==> src/rtl/comp_flag_bank.sv <==
// comp_flag_bank: per-bank 12-bit condition vectors with outstanding-compare scoreboards and a 1-cycle query port; macro COMP_FLAG_BYPASS_EN forwards writeback flags to a waiting query
`ifndef CMP
`define CMP 4'b1000
`endif
module comp_flag_bank #(
  parameter int NUM_BANKS = 4,
  parameter int FLAG_W = 10,
  parameter int MAX_OUT = 3
) (
  input  logic                         clk,
  input  logic                         reset,
  input  logic                         cmp_issue_vld,
  input  logic [$clog2(NUM_BANKS)-1:0] cmp_issue_bank,
  output logic                         cmp_issue_rdy,
  input  logic                         cmp_wb_vld,
  input  logic [3:0]                   ALU_op,
  input  logic [$clog2(NUM_BANKS)-1:0] cmp_wb_bank,
  input  logic [FLAG_W-1:0]            i_comp_flag,
  input  logic                         rd_vld,
  input  logic [$clog2(NUM_BANKS)-1:0] rd_bank,
  input  logic [3:0]                   rd_cond,
  output logic                         rd_rdy,
  output logic                         rd_resp_vld,
  output logic                         rd_true,
  output logic [FLAG_W+1:0]            o_comp_reg,
  output logic                         o_cond_err
);
  localparam int BW = $clog2(NUM_BANKS);
  localparam int VW = FLAG_W + 2;
  localparam logic [2:0] MAX_C = 3'(MAX_OUT);
  localparam logic [3:0] CMP_OP = `CMP;
  logic [FLAG_W-1:0] flags [NUM_BANKS];
  logic [2:0] cnt [NUM_BANKS];
  logic [NUM_BANKS-1:0] inc, dec;
  logic issue_fire, wb_fire, byp, cond_bad, wb_err;
  logic [VW-1:0] rd_vec;
  // handshakes, per-bank scoreboard strobes and the vector a query would capture
  always_comb begin
    cmp_issue_rdy = cnt[cmp_issue_bank] < MAX_C;
    issue_fire = cmp_issue_vld && cmp_issue_rdy;
    wb_fire = cmp_wb_vld && ALU_op == CMP_OP;
    wb_err = wb_fire && cnt[cmp_wb_bank] == 3'd0;
    for (int i = 0; i < NUM_BANKS; i++) begin
      inc[i] = issue_fire && cmp_issue_bank == BW'(i);
      dec[i] = wb_fire && cmp_wb_bank == BW'(i);
    end
`ifdef COMP_FLAG_BYPASS_EN
    byp = cnt[rd_bank] == 3'd1 && dec[rd_bank] && !inc[rd_bank];
`else
    byp = 1'b0;
`endif
    rd_rdy = rd_vld && (cnt[rd_bank] == 3'd0 || byp);
    rd_vec = {1'b1, 1'b0, byp ? i_comp_flag : flags[rd_bank]};
    cond_bad = {28'd0, rd_cond} >= VW;
  end
  // flag storage and outstanding counters; a same-bank issue and writeback cancel out, and a writeback never underflows
  always_ff @(posedge clk or negedge reset) begin
    if (!reset) begin
      for (int i = 0; i < NUM_BANKS; i++) begin
        flags[i] <= '0;
        cnt[i] <= '0;
      end
    end else begin
      for (int i = 0; i < NUM_BANKS; i++) begin
        if (dec[i]) flags[i] <= i_comp_flag;
        if (inc[i] && !dec[i]) cnt[i] <= cnt[i] + 3'd1;
        else if (dec[i] && !inc[i] && cnt[i] != 3'd0) cnt[i] <= cnt[i] - 3'd1;
      end
    end
  end
  // registered query response and sticky error for bad conditions or unexpected writebacks
  always_ff @(posedge clk or negedge reset) begin
    if (!reset) begin
      rd_resp_vld <= 1'b0;
      rd_true <= 1'b0;
      o_comp_reg <= '0;
      o_cond_err <= 1'b0;
    end else begin
      rd_resp_vld <= rd_rdy;
      if (rd_rdy) begin
        o_comp_reg <= rd_vec;
        rd_true <= cond_bad ? 1'b0 : rd_vec[rd_cond];
      end
      if ((rd_rdy && cond_bad) || wb_err) o_cond_err <= 1'b1;
    end
  end
endmodule

==> config.mk <==
export PLATFORM = sky130hd
export DESIGN_NAME = comp_flag_bank
export DESIGN_NICKNAME = d
export VERILOG_FILES = /design/src/rtl/comp_flag_bank.sv
export SDC_FILE = /design/constraint.sdc
export NUM_CORES = 1
export LEC_CHECK = 0
export CORE_ASPECT_RATIO = 1.25
export CORE_MARGIN = 8
export CORE_UTILIZATION = 52
export CTS_BUF_LIST = sky130_fd_sc_hd__clkbuf_8
export DETAILED_ROUTE_END_ITERATION = 6
export PLACE_DENSITY = 0.79
export SLEW_MARGIN = 20
export SYNTH_ARGS = -nofsm -noshare
export SYNTH_HDL_FRONTEND = slang
export SYNTH_SLANG_ARGS = --single-unit
==> constraint.sdc <==
create_clock -name clk -period 2.6 [get_ports clk]
set_input_delay 0.52 -clock clk [delete_from_list [all_inputs] [get_ports clk]]
set_output_delay 0.52 -clock clk [all_outputs]
set_load 0.01 [all_outputs]
==> out/metrics.yaml <==
setup_path:
  crit_path_end_kind: "register"
  crit_slowest_cell: "fa_1"
  crit_path_start_kind: "primary input"
  worstPathRequired_ns: 2.81
  path_cells: "clkdlybuf4s50_1 > buf_4 > nand4b_1 > nor2_2 > nand2_1 > fa_1 > mux2_2 > a22oi_1 > nand3_1"
  max_stage_delay_ns: 0.52
  cp_max_fo: 10
  critical_path_class: "in2reg"
  cp_data_arrival_time_ns: 2.73
synth:
  yosysMostFrequentCell: "dfrtp_1"
  synth_seq_area_share: 0.454
  syn_area_um2: 3640
  synth.mux.area_fraction: 0.246
  synth-async-reset-ratio: 1.00
  synth_common_cells: "dfrtp_1, mux2_2, nand2_1"
  synth_top_area_frac: 0.454
  synthSimpleGateAreaFrac: 0.163
  synth_edf_count: 0
  syn_inst: 316
  ys.flop_type: "dfrtp_1"
  ys_ff_latch: 66
  yosys.area_share.xor_xnor: 0.00964
  syn_nets: 349
  synth.avg_cell_area_um2: 11.5
  synthTopCellsByArea: "dfrtp_1, mux2_2, mux4_2"
  synthAdderAreaFrac: 0.0220
  synth_top_family_by_area: "multiplexers"
  yosysTopAreaCell: "dfrtp_1"
  ys_warn_count: 0
  ys_types: 48
  synth-compound-area-share: 0.0716
pwr:
  vdd_drop_max_mv: 0.400
  combPwrFrac: 0.176
  p_seq_frac: 0.481
  p_sw_frac: 0.256
  leakage_nw: 2.12
  switchingPower_mw: 0.657
  clkPwrFrac: 0.343
  p_per_area_nw_per_um2: 546
  internal_power_mw: 1.91
status:
  outcome: "finished, final reports clean"
sta:
  fin_ws_ns: 0.0796
  drv_slew: 0
  timing.final.crit_share: 0.969
  fin_crit_ns: 2.52
  setup_viol: 0
  relSlewSlack: 0.630
  fmax_mhz: 397
  timing.final.hold_violations: 0
  tightest_slew_ns: 0.555
  clock_skew_ns: 0.0109
clock_network:
  cts-root-buf: "clkbuf_8"
  clock_latency_ns: 0.34
  cts_tree: "done"
  cts_buffers: 9
  cts_sinks: 66
  cts.reportedPaths.clkPinSlew_ns: 0.08
  clockBufferDepth: 2
  cts_max_level: 3
  ctsHoldBuffers: 0
layout:
  largest_reg_flops: 40
  antennaDiodeCount: 0
  final-seq-area_um2: 1650
  stdcell_count: 492
  fillers: 510
  nets: 431
  area_growth_pct: 29.2
  drive_above_1_share: 0.343
  multi_input_area_um2: 1910
grt:
  gr-usage-met1: 0.223
  grt_pass1_wl_mm: 14.7
  grt_pass1_vias: 2938
  antenna_found_initial: 0
  met3_usage: 0.0478
  grtUsageTotal: 0.186
  grt-busiest-layer: "met2"
  grtUsageMet2: 0.317
  grt_max_degree: 24
  overflow: 0
floorplan:
  rows: 34
  core-area_um2: 6850
  die_w_um: 90.8
  io_pins: 46
  die-area_um2: 9940
  initial_utilization: 0.531
  fp.dieH_um: 109
route:
  ant_nets: 0
  wl_per_cell_um: 18.1
  dr.pass1.iters: 5
  viasPerCell: 5.77
  drt_iter0_drc: 167
  route.detailed.drc: 0
  vias: 2838
  wirelength_mm: 8.91
hold_path:
  hold_class: "in2async"
placed_design:
  gp_congestion: 0.864
  place_ws_ns: -0.342
  dp_cells: 475
  dpl.hpwl_mm: 6.29
  portBuffers: 44
run:
  max-cap-violations: 0
-- cell usage in the layout (no fill, tap or decap), drive strengths merged, types with 3 or more instances in the layout --
cell type      count
a21oi              3
a22oi              6
and2               4
buf               49
clkbuf            11
clkdlybuf4s50     35
dfrtp             66
dlygate4sd2        3
dlymetal6s2s       5
fa                 4
inv                4
mux2              47
mux2i              9
mux4              12
nand2             45
nand3             16
nand4              5
nand4b             3
nor2               8
nor3              12
o211ai             5
o21ai             14
xnor2              3
-- power by group through the flow --
stage	Combinational (mW)	Sequential, mW	Clock [mW]
2_1_floorplan	0.247	1.22	0
3_3_place_gp	0.439	1.24	0
3_5_place_dp	0.453	1.25	0
4_1_cts	0.453	1.23	0.896
5_1_grt	0.491	1.25	0.932
6_report	0.452	1.23	0.879
-- critical path: cells and delay by family --
kind | cells | cell delay (ns)
buffers and inverters | 2 | 0.64
AND/OR/NAND/NOR | 4 | 0.56
adder cells (fa/ha/maj) | 1 | 0.52
multiplexers | 1 | 0.29
AO/OA/AOI/OAI | 1 | 0.19
-- logic make-up after synthesis --
group,Yosys count
and+or+nand+nor,110
muxes,68
DFF,66
AOI/OAI and AO/OA,38
buffers and inverters,25
adders and majority gates,4
xor gates and xnor gates,4
other,1
-- metal layers --
layer,vias up,wire length (um),share of wire
met4,0,154,0.017
met2,76,4520,0.51
li1,1319,-,-
met1,1430,3770,0.42
met3,13,455,0.051
met5,-,0,0
-- layout make-up --
type | instances | area share
Inverter | 4 | 0.00319
Clock buffer | 11 | 0.0322
Clock inverter | 4 | 0.0109
Timing Repair Buffer | 92 | 0.171
Sequential cell | 66 | 0.351
Multi-Input combinational cell | 225 | 0.407
Tap cell | 90 | 0.0240
-- metrics by stage --
| stage | util | power [mW] | area (um^2) | hold slack (ns) | setup TNS [ns] |
|---|---|---|---|---|---|
| floorplan | - | 1.47 | 3640 | 0.224 | -0.339 |
| global placement | 0.646 | 1.68 | 4430 | 0.451 | -1.09 |
| detailed placement | 0.646 | 1.70 | 4430 | 0.463 | -1.48 |
| CTS | 0.677 | 2.58 | 4630 | 0.173 | 0 |
| global route | 0.686 | 2.68 | 4700 | 0.179 | -0.0193 |
| finish | 0.686 | 2.56 | 4700 | 0.164 | 0 |
-- final timing paths --
kind	from	to	slack, ns	cells past startpoint
max in group asynchronous	reset	flags[32]	1.73	2
hold / removal	reset	flags[16]	0.16	1
hold reg to reg	flags[14]	flags[14]	0.48	2
setup reg to reg	cnt[9]	cnt[10]	0.17	8
min in group clk	flags[14]	flags[14]	0.48	2
setup / recovery	cmp_issue_bank[1]	cnt[7]	0.08	9
-- repair_timing --
action / in CTS / in global routing
resized for setup: 5 / 12
pin swaps: 0 / 7
hold endpoints to repair: 0 / 0
buffers inserted: 0 / 2
endpoints found under the setup margin: 2 / 5
No activity file was read; power rests on OpenSTA's default activity.
